### config.mk
export PLATFORM = sky130hd
export DESIGN_NAME = pci_la_trigger
export DESIGN_NICKNAME = d
export VERILOG_FILES = /design/src/rtl/pci_la_trigger.sv
export SDC_FILE = /design/constraint.sdc
export NUM_CORES = 1
export LEC_CHECK = 0
export ABC_CLOCK_PERIOD_IN_PS = 3300
export CAP_MARGIN = 40
export CORE_MARGIN = 2
export CORE_UTILIZATION = 30
export CTS_CLUSTER_SIZE = 25
export DETAILED_ROUTE_END_ITERATION = 10
export PLACE_DENSITY = 0.54
export SLEW_MARGIN = 30
export SYNTH_ARGS = -nofsm -noshare
export SYNTH_HDL_FRONTEND = slang
export SYNTH_SLANG_ARGS = --single-unit
### constraint.sdc
create_clock -name PCI_CLK -period 3.3 [get_ports PCI_CLK]
set_clock_uncertainty 0.05 [all_clocks]
set_input_delay 0.66 -clock PCI_CLK [delete_from_list [all_inputs] [get_ports PCI_CLK]]
set_output_delay 0.66 -clock PCI_CLK [all_outputs]
set_load 0.03 [all_outputs]
### src/rtl/pci_la_trigger.sv
// PCI logic-analyser trigger: mask/value comparator, pre/post-trigger
// capture sequencer and write-side driver for the acquisition RAM.
module pci_la_trigger #(
    parameter int unsigned DEPTH_LOG2 = 8,
    parameter int unsigned WIDTH      = 48
) (
    input  logic                  PCI_CLK,
    input  logic                  PCI_RSTn,
    input  logic [WIDTH-1:0]      sample_in,
    input  logic                  cfg_we,
    input  logic [2:0]            cfg_addr,
    input  logic [31:0]           cfg_wdata,
    output logic [31:0]           cfg_rdata,
    output logic                  ram_we,
    output logic [DEPTH_LOG2-1:0] ram_addr,
    output logic [WIDTH-1:0]      ram_wdata,
    output logic                  done
);

    typedef enum logic [1:0] {
        S_IDLE  = 2'd0,
        S_ARMED = 2'd1,
        S_POST  = 2'd2,
        S_DONE  = 2'd3
    } state_t;

    // Fill count at which the acquisition RAM holds a full buffer.
    localparam logic [DEPTH_LOG2:0] FILL_FULL = {1'b1, {DEPTH_LOG2{1'b0}}};

    state_t                state_q,    state_d;
    logic [31:0]           mask_lo_q,  mask_lo_d;
    logic [15:0]           mask_hi_q,  mask_hi_d;
    logic [31:0]           value_lo_q, value_lo_d;
    logic [15:0]           value_hi_q, value_hi_d;
    logic [1:0]            ctrl_q,     ctrl_d;
    logic [DEPTH_LOG2-1:0] post_q,     post_d;
    logic [DEPTH_LOG2-1:0] wr_ptr_q,   wr_ptr_d;
    logic [DEPTH_LOG2-1:0] trig_q,     trig_d;
    logic [DEPTH_LOG2-1:0] post_cnt_q, post_cnt_d;
    logic [DEPTH_LOG2:0]   fill_q,     fill_d;
    logic [WIDTH-1:0]      s_q,        s_d;
    logic                  m_q,        m_d;

    logic [WIDTH-1:0]      mask_w;
    logic [WIDTH-1:0]      value_w;
    logic [DEPTH_LOG2:0]   thresh;
    logic                  match;
    logic                  hit;
    logic                  qual;
    logic                  ctrl_wr;

    assign mask_w  = WIDTH'({mask_hi_q, mask_lo_q});
    assign value_w = WIDTH'({value_hi_q, value_lo_q});
    assign match   = ((s_q ^ value_w) & mask_w) == '0;
    assign hit     = ctrl_q[1] ? (match & ~m_q) : match;
    assign thresh  = FILL_FULL - {1'b0, post_q};
    assign qual    = fill_q >= thresh;
    assign ctrl_wr = cfg_we && (cfg_addr == 3'd4);

    assign ram_addr  = wr_ptr_q;
    assign ram_wdata = s_q;
    assign done      = (state_q == S_DONE);

    // Configuration/status read mux; unused bits read as zero.
    always_comb begin
        cfg_rdata = '0;
        case (cfg_addr)
            3'd0: cfg_rdata = mask_lo_q;
            3'd1: cfg_rdata[15:0] = mask_hi_q;
            3'd2: cfg_rdata = value_lo_q;
            3'd3: cfg_rdata[15:0] = value_hi_q;
            3'd4: cfg_rdata[1:0] = ctrl_q;
            3'd5: cfg_rdata[DEPTH_LOG2-1:0] = post_q;
            3'd6: begin
                cfg_rdata[1:0] = state_q;
                cfg_rdata[8 +: DEPTH_LOG2] = trig_q;
            end
            default: cfg_rdata = '0;
        endcase
    end

    // Next-state logic: register writes, capture sequencing and RAM write enable.
    always_comb begin
        state_d    = state_q;
        mask_lo_d  = mask_lo_q;
        mask_hi_d  = mask_hi_q;
        value_lo_d = value_lo_q;
        value_hi_d = value_hi_q;
        ctrl_d     = ctrl_q;
        post_d     = post_q;
        wr_ptr_d   = wr_ptr_q;
        trig_d     = trig_q;
        post_cnt_d = post_cnt_q;
        fill_d     = fill_q;
        s_d        = sample_in;
        m_d        = m_q;
        ram_we     = 1'b0;

        if (cfg_we) begin
            case (cfg_addr)
                3'd0: mask_lo_d  = cfg_wdata;
                3'd1: mask_hi_d  = cfg_wdata[15:0];
                3'd2: value_lo_d = cfg_wdata;
                3'd3: value_hi_d = cfg_wdata[15:0];
                3'd4: ctrl_d     = cfg_wdata[1:0];
                3'd5: post_d     = cfg_wdata[DEPTH_LOG2-1:0];
                default: ;
            endcase
        end

        case (state_q)
            S_ARMED: begin
                ram_we   = 1'b1;
                wr_ptr_d = wr_ptr_q + 1'b1;
                if (fill_q != FILL_FULL) begin
                    fill_d = fill_q + 1'b1;
                end
                // Edge history only advances once hits can qualify, so a
                // level already present when the buffer fills counts as an edge.
                if (qual) begin
                    m_d = match;
                end
                if (qual && hit && !cfg_we) begin
                    trig_d     = wr_ptr_q;
                    post_cnt_d = post_q;
                    state_d    = S_POST;
                end
            end
            S_POST: begin
                if (post_cnt_q != '0) begin
                    ram_we     = 1'b1;
                    wr_ptr_d   = wr_ptr_q + 1'b1;
                    post_cnt_d = post_cnt_q - 1'b1;
                end else begin
                    state_d = S_DONE;
                end
            end
            default: ;
        endcase

        // A CTRL write overrides whatever the sequencer decided this cycle.
        if (ctrl_wr) begin
            if (cfg_wdata[0]) begin
                state_d    = S_ARMED;
                wr_ptr_d   = '0;
                fill_d     = '0;
                post_cnt_d = '0;
                m_d        = 1'b0;
            end else begin
                state_d = S_IDLE;
            end
        end
    end

    // State and register update with asynchronous active-low reset.
    always_ff @(posedge PCI_CLK or negedge PCI_RSTn) begin
        if (!PCI_RSTn) begin
            state_q    <= S_IDLE;
            mask_lo_q  <= '0;
            mask_hi_q  <= '0;
            value_lo_q <= '0;
            value_hi_q <= '0;
            ctrl_q     <= '0;
            post_q     <= '0;
            wr_ptr_q   <= '0;
            trig_q     <= '0;
            post_cnt_q <= '0;
            fill_q     <= '0;
            s_q        <= '0;
            m_q        <= 1'b0;
        end else begin
            state_q    <= state_d;
            mask_lo_q  <= mask_lo_d;
            mask_hi_q  <= mask_hi_d;
            value_lo_q <= value_lo_d;
            value_hi_q <= value_hi_d;
            ctrl_q     <= ctrl_d;
            post_q     <= post_d;
            wr_ptr_q   <= wr_ptr_d;
            trig_q     <= trig_d;
            post_cnt_q <= post_cnt_d;
            fill_q     <= fill_d;
            s_q        <= s_d;
            m_q        <= m_d;
        end
    end

endmodule

==> flow_summary.json, run 1 <==
{
  "status": "finished clean",
  "numCtsBuffers": 17,
  "diodes": 0,
  "numClockSinks": 190,
  "worst_slew_pin_slew_ns": 0.725,
  "met2_length_um": 12100,
  "yosys.cell_types.count": 49,
  "track_usage_pct": 17.1,
  "cts_tree": "done",
  "synth-seq-cells": 190,
  "leakage_nw": 5.28,
  "hold_path.class": "in -> async",
  "rows": 63,
  "syn_to_final_growth_pct": 35.4,
  "synth_area_per_cell_um2": 12.0,
  "p_clk_share_pct": 25.5,
  "cp_max_fo": 4,
  "antenna_found_initial": 0,
  "p_comb_share_pct": 33.2,
  "detail-route-antenna-nets": 0,
  "period_minus_slack_ns": 3.14,
  "cp_common_cell": "inv_1",
  "gp_congestion": 0.783,
  "finalSetupViolCount": 0,
  "grt_pass1_vias": 6900,
  "final_layout_size_suffix_gt1_share_pct": 24.1,
  "routedWlPerCell_um": 19.2,
  "yosysTopAreaCell": "dfrtp_1",
  "core_mm2": 0.0296,
  "ff2ff_path_depth": 12,
  "cp_slowest_cell": "dfrtp_1",
  "max_slew_margin_pct": 51.7,
  "first_iter_violations": 445,
  "vdd_drop_max_mv": 0.287,
  "drc": 0,
  "wl_met3_um": 1280,
  "ys_seq_area_share_pct": 53.0,
  "viasPerCell": 4.90,
  "grt_max_degree": 79,
  "synth_most_common_cell": "dfrtp_1",
  "grt_pass1_wl_um": 40700,
  "synth_common_cells": "dfrtp_1 (190), mux2_2 (112), xor2_1 (52)",
  "hpwl_um": 19300,
  "fin_crit_sh_pct": 95.1,
  "power.density_mw_per_mm2": 642,
  "crit_type": "reg -> out",
  "h-tree-depth": 4,
  "timing.hold.ws_ns": 0.201,
  "rsz0062_at_grt": "no",
  "end_kind": "output port",
  "hold_viol_final": 0,
  "cts_buffer_depth": 2,
  "syn_area_mm2": 0.00898,
  "power.net_switching_mw": 2.77,
  "fmax_ghz": 0.319,
  "clock_latency_ns": 0.44,
  "arrival_ns": 2.43,
  "startpoint_type": "flip-flop",
  "synth-async-reset-ratio_pct": 100,
  "p_int_mw": 5.03,
  "synthTopCellsByArea": "dfrtp_1 (53%), mux2_2 (14%), xor2_1 (5.1%)",
  "wirelength_um": 25800,
  "yosys_warnings": 0,
  "initial_core_util_pct": 30.4,
  "critPathMaxStageDelay_ns": 0.42,
  "fp.dieH_um": 177,
  "slew_viol_final": 0,
  "p_sw_share_pct": 35.5,
  "firstDrtPassIters": 4,
  "postCtsHoldBufs": 0,
  "dieArea_mm2": 0.0313,
  "io_buffers": 175,
  "syn_inst": 746,
  "synth.top_cell.area_share_pct": 53.0,
  "worst_ep_required_time_ns": 2.59,
  "nets": 1049,
  "via_count": 6610,
  "synth_edf_count": 0,
  "p_seq_share_pct": 41.2,
  "routed.top_layer": "met4",
  "pin_count": 176,
  "cp_cell_sequence": "inv_1 -> ha_1 -> or3b_4 -> nor4b_4 -> nor2b_1 -> o21ai_1 -> inv_1 -> buf_4",
  "die_w_um": 177,
  "syn-num-nets": 849,
  "clk_pin_slew_ns": 0.08,
  "globalRouteOverflowTotal": 0,
  "tns_ns": 0,
  "cp_num_buf_inv": 3,
  "cts_root_buf": "clkbuf_16",
  "maxCapViolCount": 0,
  "met1_length_um": 12100,
  "ys.flop_type": "dfrtp_1",
  "cp_top_family": "simple AND/OR/NAND/NOR gates",
  "cp.depth": 8
}
[power groups by stage]
| stage | Combinational (mW) | Clock (mW) | Sequential, mW |
|---|---|---|---|
| floorplan | 1.56 | 0 | 3.19 |
| global placement | 2.53 | 0 | 3.26 |
| detailed placement | 2.56 | 0 | 3.26 |
| CTS | 2.63 | 2.05 | 3.22 |
| global route | 2.86 | 2.15 | 3.29 |
| finish | 2.59 | 1.99 | 3.22 |
[layout by cell type (no fill, tap or decap), types with 21 or more instances in the layout]
cell type and n:
buf_12 21, xor2_1 52, mux2i_1 22, o21ai_0 38
nand2_1 40, nor2_1 41, clkdlybuf4s50_1 140, a22oi_1 25
dfrtp_1 190, mux2_2 112, a21oi_1 24, buf_4 51
a22o_1 24
[final cells by class]
class | instances | area (µm²)
Tap cell | 390 | 488
Clock buffer | 20 | 457
Fill cell | 2875 | 17400
Inverter | 19 | 71.3
Sequential cell | 190 | 4750
Multi-Input combinational cell | 504 | 4050
Clock inverter | 12 | 105
Timing Repair Buffer | 214 | 2220
[worst reg2reg max path: stages, from the launching register on]
cell      delay (ns)
dfrtp_1         0.38
inv_1           0.10
ha_1            0.20
nand4_1         0.14
or3_1           0.33
ha_1            0.30
a211oi_1        0.22
o211ai_1        0.12
a21oi_1         0.22
nor2_1          0.16
nand4_4         0.12
buf_4           0.18
mux2_2          0.35
[state kept, by name (all words and copies together) (netlist names), 9 cells and up]
signal	cells
fill_q	9
mask_hi_q	16
mask_lo_q	32
ram_wdata	48
value_hi_q	16
value_lo_q	32
[cell families (layout without fill, tap and decap cells)]
group	after synthesis	in the layout	share of synthesized area [%]
XOR/XNOR	59	59	5.76
flip-flops	190	190	53.0
buffers and inverters	52	265	2.22
adder cells (fa/ha/maj)	17	17	2.37
AND/OR/NAND/NOR	154	154	9.28
AO/OA/AOI/OAI	136	136	10.0
multiplexers	138	138	17.4
[per-layer routing]
layer | track usage [%] | vias to the layer above
met5 | 0 | -
met4 | 4.44 | 0
met3 | 4.12 | 20
met2 | 27.5 | 157
met1 | 23.1 | 3327
li1 | - | 3106
[through the flow]
stage	total power [mW]	cell area, µm²	cells	setup WS (ns)	util, %
2_1_floorplan	4.75	8980	746	0.209	-
3_3_place_gp	5.79	11600	1316	0.200	39.2
3_5_place_dp	5.82	11600	1316	0.206	39.2
4_1_cts	7.89	12100	1349	0.0885	41.1
5_1_grt	8.30	12200	1349	0.0268	41.1
6_report	7.80	12200	1349	0.162	41.1
[worst paths after layout]
| kind | startpoint | endpoint | slack, ns |
|---|---|---|---|
| min reg2reg | ctrl_q[0]$_DFFE_PN0P_ | ctrl_q[0]$_DFFE_PN0P_ | 0.43 |
| max | post_cnt_q[0]$_DFF_PN0_ | ram_we | 0.16 |
| max reg2reg | post_q[1]$_DFFE_PN0P_ | trig_q[2]$_DFFE_PN0P_ | 0.31 |
| min | PCI_RSTn | trig_q[6]$_DFFE_PN0P_ | 0.20 |
| min in group PCI_CLK | ctrl_q[0]$_DFFE_PN0P_ | ctrl_q[0]$_DFFE_PN0P_ | 0.43 |
| max in group asynchronous | PCI_RSTn | fill_q[3]$_DFF_PN0_ | 2.26 |
[what timing repair did]
item	CTS	global route
gates cloned	0	0
setup endpoints to repair	1	17
endpoints found under the hold margin	0	0
resized for setup	1	1
buffers inserted	1	0
pin swaps	1	2
Note: power is estimated with default switching activity, not from simulation.
==> run 2: changes to the inputs <==
--- a/config.mk
+++ b/config.mk
@@ -12,6 +12,7 @@
 export CTS_CLUSTER_SIZE = 25
 export DETAILED_ROUTE_END_ITERATION = 10
 export PLACE_DENSITY = 0.54
+export REMOVE_ABC_BUFFERS = 1
 export SLEW_MARGIN = 30
 export SYNTH_ARGS = -nofsm -noshare
 export SYNTH_HDL_FRONTEND = slang
==> flow_summary.json, run 2 (synthesized netlist as in run 1, its figures left out) <==
{
  "power.net_switching_mw": 2.80,
  "hold_viol_final": 0,
  "layout_common_cells": "dfrtp_1 (190), clkdlybuf4s50_1 (140), mux2_2 (112), xor2_1 (52), buf_4 (51)",
  "p_comb_share_pct": 32.6,
  "globalRouteOverflowTotal": 0,
  "antenna_found_initial": 1,
  "postCtsHoldBufs": 0,
  "max_slew_margin_pct": 57.0,
  "maxCapViolCount": 0,
  "fin_crit_sh_pct": 94.6,
  "status": "finished clean",
  "worst_ep_required_time_ns": 2.59,
  "syn_to_final_growth_pct": 35.8,
  "layout_commonest_cell": "dfrtp_1",
  "gp_congestion": 0.800,
  "io_buffers": 175,
  "vdd_drop_max_mv": 0.342,
  "p_clk_share_pct": 26.8,
  "end_kind": "output port",
  "rows": 63,
  "period_minus_slack_ns": 3.12,
  "crit_type": "in -> out",
  "p_seq_share_pct": 40.7,
  "via_count": 6549,
  "worst_slew_pin_slew_ns": 0.645,
  "final_area_mm2": 0.0122,
  "numClockSinks": 190,
  "initial_core_util_pct": 30.4,
  "viasPerCell": 4.85,
  "grt_pass1_wl_um": 40000,
  "met1_length_um": 12100,
  "track_usage_pct": 16.9,
  "cts_root_buf": "clkbuf_16",
  "timing.hold.ws_ns": 0.188,
  "layout.cells.non_filler": 1350,
  "placed_cells": 1316,
  "grt_pass1_vias": 6778,
  "power.total_mw": 7.87,
  "firstDrtPassIters": 4,
  "fmax_ghz": 0.320,
  "cts_buffer_depth": 2,
  "cts_tree": "done",
  "die_w_um": 177,
  "p_int_mw": 5.07,
  "final_layout_size_suffix_gt1_share_pct": 24.8,
  "arrival_ns": 2.41,
  "fin_util_pct": 41.3,
  "met2_length_um": 11900,
  "hpwl_um": 18700,
  "grt_max_degree": 74,
  "slew_viol_final": 0,
  "p_sw_share_pct": 35.5,
  "detail-route-antenna-nets": 0,
  "wirelength_um": 25700,
  "nets": 1049,
  "postPlaceCellArea_mm2": 0.0116,
  "drc": 0,
  "finalSetupViolCount": 0,
  "largest_reg_flops": 48,
  "h-tree-depth": 4,
  "rsz0062_at_grt": "no",
  "clock_latency_ns": 0.44,
  "hold_path.class": "in -> async",
  "startpoint_type": "primary input",
  "fp.dieH_um": 177,
  "core_mm2": 0.0296,
  "clk_pin_slew_ns": 0.07,
  "power.density_mw_per_mm2": 645,
  "wl_met3_um": 1320,
  "leakage_nw": 5.29,
  "first_iter_violations": 385,
  "pin_count": 176,
  "numCtsBuffers": 17,
  "routedWlPerCell_um": 19.0,
  "cp_max_fo": 27,
  "dieArea_mm2": 0.0313,
  "routed.top_layer": "met4"
}
[run 2: power groups by stage]
stage               Combinational (mW)  Sequential (mW)  Clock, mW
finish                            2.56             3.20       2.11
global route                      2.84             3.27       2.25
CTS                               2.58             3.20       2.16
detailed placement                2.51             3.25          0
global placement                  2.49             3.24          0
floorplan                         1.53             3.19          0
[run 2: worst max-delay path, cell delays in order]
cell and delay (ns):
clkdlybuf4s50_1 0.50, buf_12 0.21, nor2b_1 0.32, buf_4 0.21, a22o_1 0.12, nand2_1 0.05
o21ai_0 0.15, buf_12 0.17
[run 2: area by class of cell]
cell class | count | area, µm²
diodes | 1 | 2.50
clock buffers | 17 | 425
clock inverters | 15 | 168
fillers | 2823 | 17400
inverters | 19 | 71.3
multi-input cells | 504 | 4060
flip-flops and latches | 190 | 4750
well taps | 390 | 488
repair buffers | 214 | 2220
[run 2: what timing repair did]
action,in CTS,in global routing
pin swaps,1,2
buffers inserted,1,0
endpoints found under the setup margin,1,18
gates resized for setup,1,4
[run 2: path summary, 6_finish.rpt]
check,slack (ns),to,from,cells after the start
worst min-delay path,0.19,mask_lo_q[9]$_DFFE_PN0P_,PCI_RSTn,1
min in group PCI_CLK,0.44,ctrl_q[0]$_DFFE_PN0P_,ctrl_q[0]$_DFFE_PN0P_,1
worst min register to register,0.44,ctrl_q[0]$_DFFE_PN0P_,ctrl_q[0]$_DFFE_PN0P_,1
worst max-delay path,0.18,cfg_rdata[12],cfg_addr[0],8
max in group asynchronous,2.22,fill_q[1]$_DFF_PN0_,PCI_RSTn,2
worst max register to register,0.29,post_cnt_q[6]$_DFF_PN0_,post_q[0]$_DFFE_PN0P_,12
[run 2: metal layers]
| layer | global-route usage [%] | up-vias |
|---|---|---|
| met2 | 26.3 | 163 |
| li1 | - | 3104 |
| met1 | 23.7 | 3264 |
| met5 | 0 | - |
| met4 | 4.13 | 0 |
| met3 | 3.84 | 18 |
[run 2: per-stage QoR]
stage                     setup slack (ns)  setup TNS (ns)
final                                0.180               0
after CTS                           0.0850               0
after floorplan                     -0.117           -3.74
after global placement               0.169               0
after detailed placement             0.156               0
after global routing                0.0251               0
==> run 3: changes to the inputs <==
--- a/config.mk
+++ b/config.mk
@@ -7,7 +7,6 @@
 export LEC_CHECK = 0
 export ABC_CLOCK_PERIOD_IN_PS = 3300
 export CAP_MARGIN = 40
-export CORE_MARGIN = 2
 export CORE_UTILIZATION = 30
 export CTS_CLUSTER_SIZE = 25
 export DETAILED_ROUTE_END_ITERATION = 10
@@ -17,3 +16,4 @@
 export SYNTH_ARGS = -nofsm -noshare
 export SYNTH_HDL_FRONTEND = slang
 export SYNTH_SLANG_ARGS = --single-unit
+export TNS_END_PERCENT = 100
==> flow_summary.json, run 3 (synthesized netlist as in run 1, its figures left out) <==
{
  "end_kind": "output port",
  "startpoint_type": "primary input",
  "postCtsHoldBufs": 0,
  "cts_root_buf": "clkbuf_16",
  "nets": 1052,
  "numCtsBuffers": 17,
  "maxCapViolCount": 0,
  "p_sw_share_pct": 35.4,
  "cts_buffer_depth": 2,
  "wirelength_um": 25900,
  "initial_core_util_pct": 30.9,
  "fmax_ghz": 0.321,
  "hold_viol_final": 0,
  "drc": 0,
  "max_slew_margin_pct": 59.5,
  "power.net_switching_mw": 2.77,
  "via_count": 6571,
  "slew_viol_final": 0,
  "p_seq_share_pct": 40.9,
  "postPlaceCellArea_mm2": 0.0115,
  "cp_cell_sequence": "clkdlybuf4s50_1 -> buf_4 -> nor2b_1 -> nand2_1 -> o21ai_0 -> nand2_1 -> o21ai_0 -> buf_4",
  "leakage_nw": 5.29,
  "finalSetupViolCount": 0,
  "hold_path.class": "in -> async",
  "routedWlPerCell_um": 19.3,
  "antenna_found_initial": 0,
  "power.density_mw_per_mm2": 645,
  "gp_congestion": 0.824,
  "critPathMaxStageDelay_ns": 0.55,
  "grt_max_degree": 67,
  "grt_pass1_wl_um": 40600,
  "die_w_um": 175,
  "grt_pass1_vias": 6754,
  "fin_crit_sh_pct": 94.5,
  "status": "finished clean",
  "crit_type": "in -> out",
  "core_mm2": 0.0291,
  "final_area_mm2": 0.0121,
  "layout_common_cells": "dfrtp_1 (190), clkdlybuf4s50_1 (140), mux2_2 (112), buf_4 (58), xor2_1 (52)",
  "fin_util_pct": 41.8,
  "h-tree-depth": 4,
  "dieArea_mm2": 0.0306,
  "vdd_drop_max_mv": 0.287,
  "detail-route-antenna-nets": 0,
  "worst_ep_required_time_ns": 2.59,
  "cts_tree": "done",
  "numClockSinks": 190,
  "period_minus_slack_ns": 3.12,
  "clk_pin_slew_ns": 0.07,
  "fin_ws_ns": 0.180,
  "syn_to_final_growth_pct": 35.3,
  "worst_slew_pin_slew_ns": 0.606,
  "firstDrtPassIters": 5,
  "io_buffers": 175,
  "cp_slowest_cell": "clkdlybuf4s50_1",
  "final_layout_size_suffix_gt1_share_pct": 25.3,
  "diodes": 0,
  "pin_count": 176,
  "rsz0062_at_grt": "no",
  "clock_latency_ns": 0.43,
  "first_iter_violations": 463,
  "p_comb_share_pct": 32.8,
  "layout_commonest_cell": "dfrtp_1",
  "dp_slack_ns": -0.0117,
  "globalRouteOverflowTotal": 0,
  "cp_num_buf_inv": 3,
  "rows": 62,
  "p_int_mw": 5.06,
  "cp_top_family": "buffers and inverters",
  "viasPerCell": 4.88,
  "p_clk_share_pct": 26.3,
  "arrival_ns": 2.41,
  "hpwl_um": 19000,
  "track_usage_pct": 17.5,
  "fp.dieH_um": 175,
  "largest_reg_flops": 48,
  "cp_max_fo": 8
}
run 3: final timing paths:
path                                            start                       to  slack [ns]  cells after the start
worst max-delay path                      cfg_addr[2]             cfg_rdata[7]        0.18                      8
worst min register to register  ctrl_q[0]$_DFFE_PN0P_    ctrl_q[0]$_DFFE_PN0P_        0.48                      1
min in group PCI_CLK            ctrl_q[0]$_DFFE_PN0P_    ctrl_q[0]$_DFFE_PN0P_        0.48                      1
worst min-delay path                         PCI_RSTn    ram_addr[3]$_DFF_PN0_        0.17                      1
max in group asynchronous                    PCI_RSTn  ram_wdata[35]$_DFF_PN0_        2.20                      2
worst max register to register  post_q[0]$_DFFE_PN0P_    trig_q[7]$_DFFE_PN0P_        0.22                     12
run 3: through the flow:
step	hold slack (ns)	TNS, ns	power, mW	instances
final	0.169	0	7.83	1346
after global routing	0.206	0	8.32	1346
after CTS	0.195	0	7.90	1346
after detailed placement	0.460	-0.0117	5.76	1313
after global placement	0.430	-0.0112	5.73	1313
after floorplan	0.314	-3.74	4.72	713
run 3: power groups by stage:
stage | Clock (mW) | Sequential (mW) | Combinational, mW
4_1_cts | 2.12 | 3.20 | 2.58
5_1_grt | 2.21 | 3.27 | 2.83
2_1_floorplan | 0 | 3.19 | 1.53
3_5_place_dp | 0 | 3.24 | 2.51
6_report | 2.06 | 3.20 | 2.57
3_3_place_gp | 0 | 3.24 | 2.49
run 3: worst reg2reg max path: stages, from the launching register on:
cell	delay [ns]
dfrtp_1	0.43
inv_1	0.14
ha_1	0.22
nand4_1	0.15
or3_1	0.34
ha_1	0.30
a211oi_1	0.25
o211ai_1	0.14
a21oi_2	0.19
nor2_2	0.12
nand4_4	0.10
buf_4	0.19
mux2_2	0.35
run 3: cell type report:
class	instances	area, µm²
clock buffers	17	425
clock inverters	15	151
fillers	2778	16900
inverters	19	71.3
multi-input cells	504	4070
flip-flops and latches	190	4750
well taps	384	480
repair buffers	217	2200
run 3: per-layer routing:
layer / up-vias / routed length [µm] / GRT usage [%]
met1: 3293 / 12100 / 24.0
met4: 0 / 424 / 5.22
met3: 23 / 1150 / 3.63
met5: - / 0 / 0
li1: 3107 / - / -
met2: 148 / 12300 / 27.8
run 3: what timing repair did:
item | CTS | global route
pin swaps | 1 | 0
setup buffers | 1 | 0
endpoints found under the setup margin | 2 | 19
gates resized for setup | 2 | 5
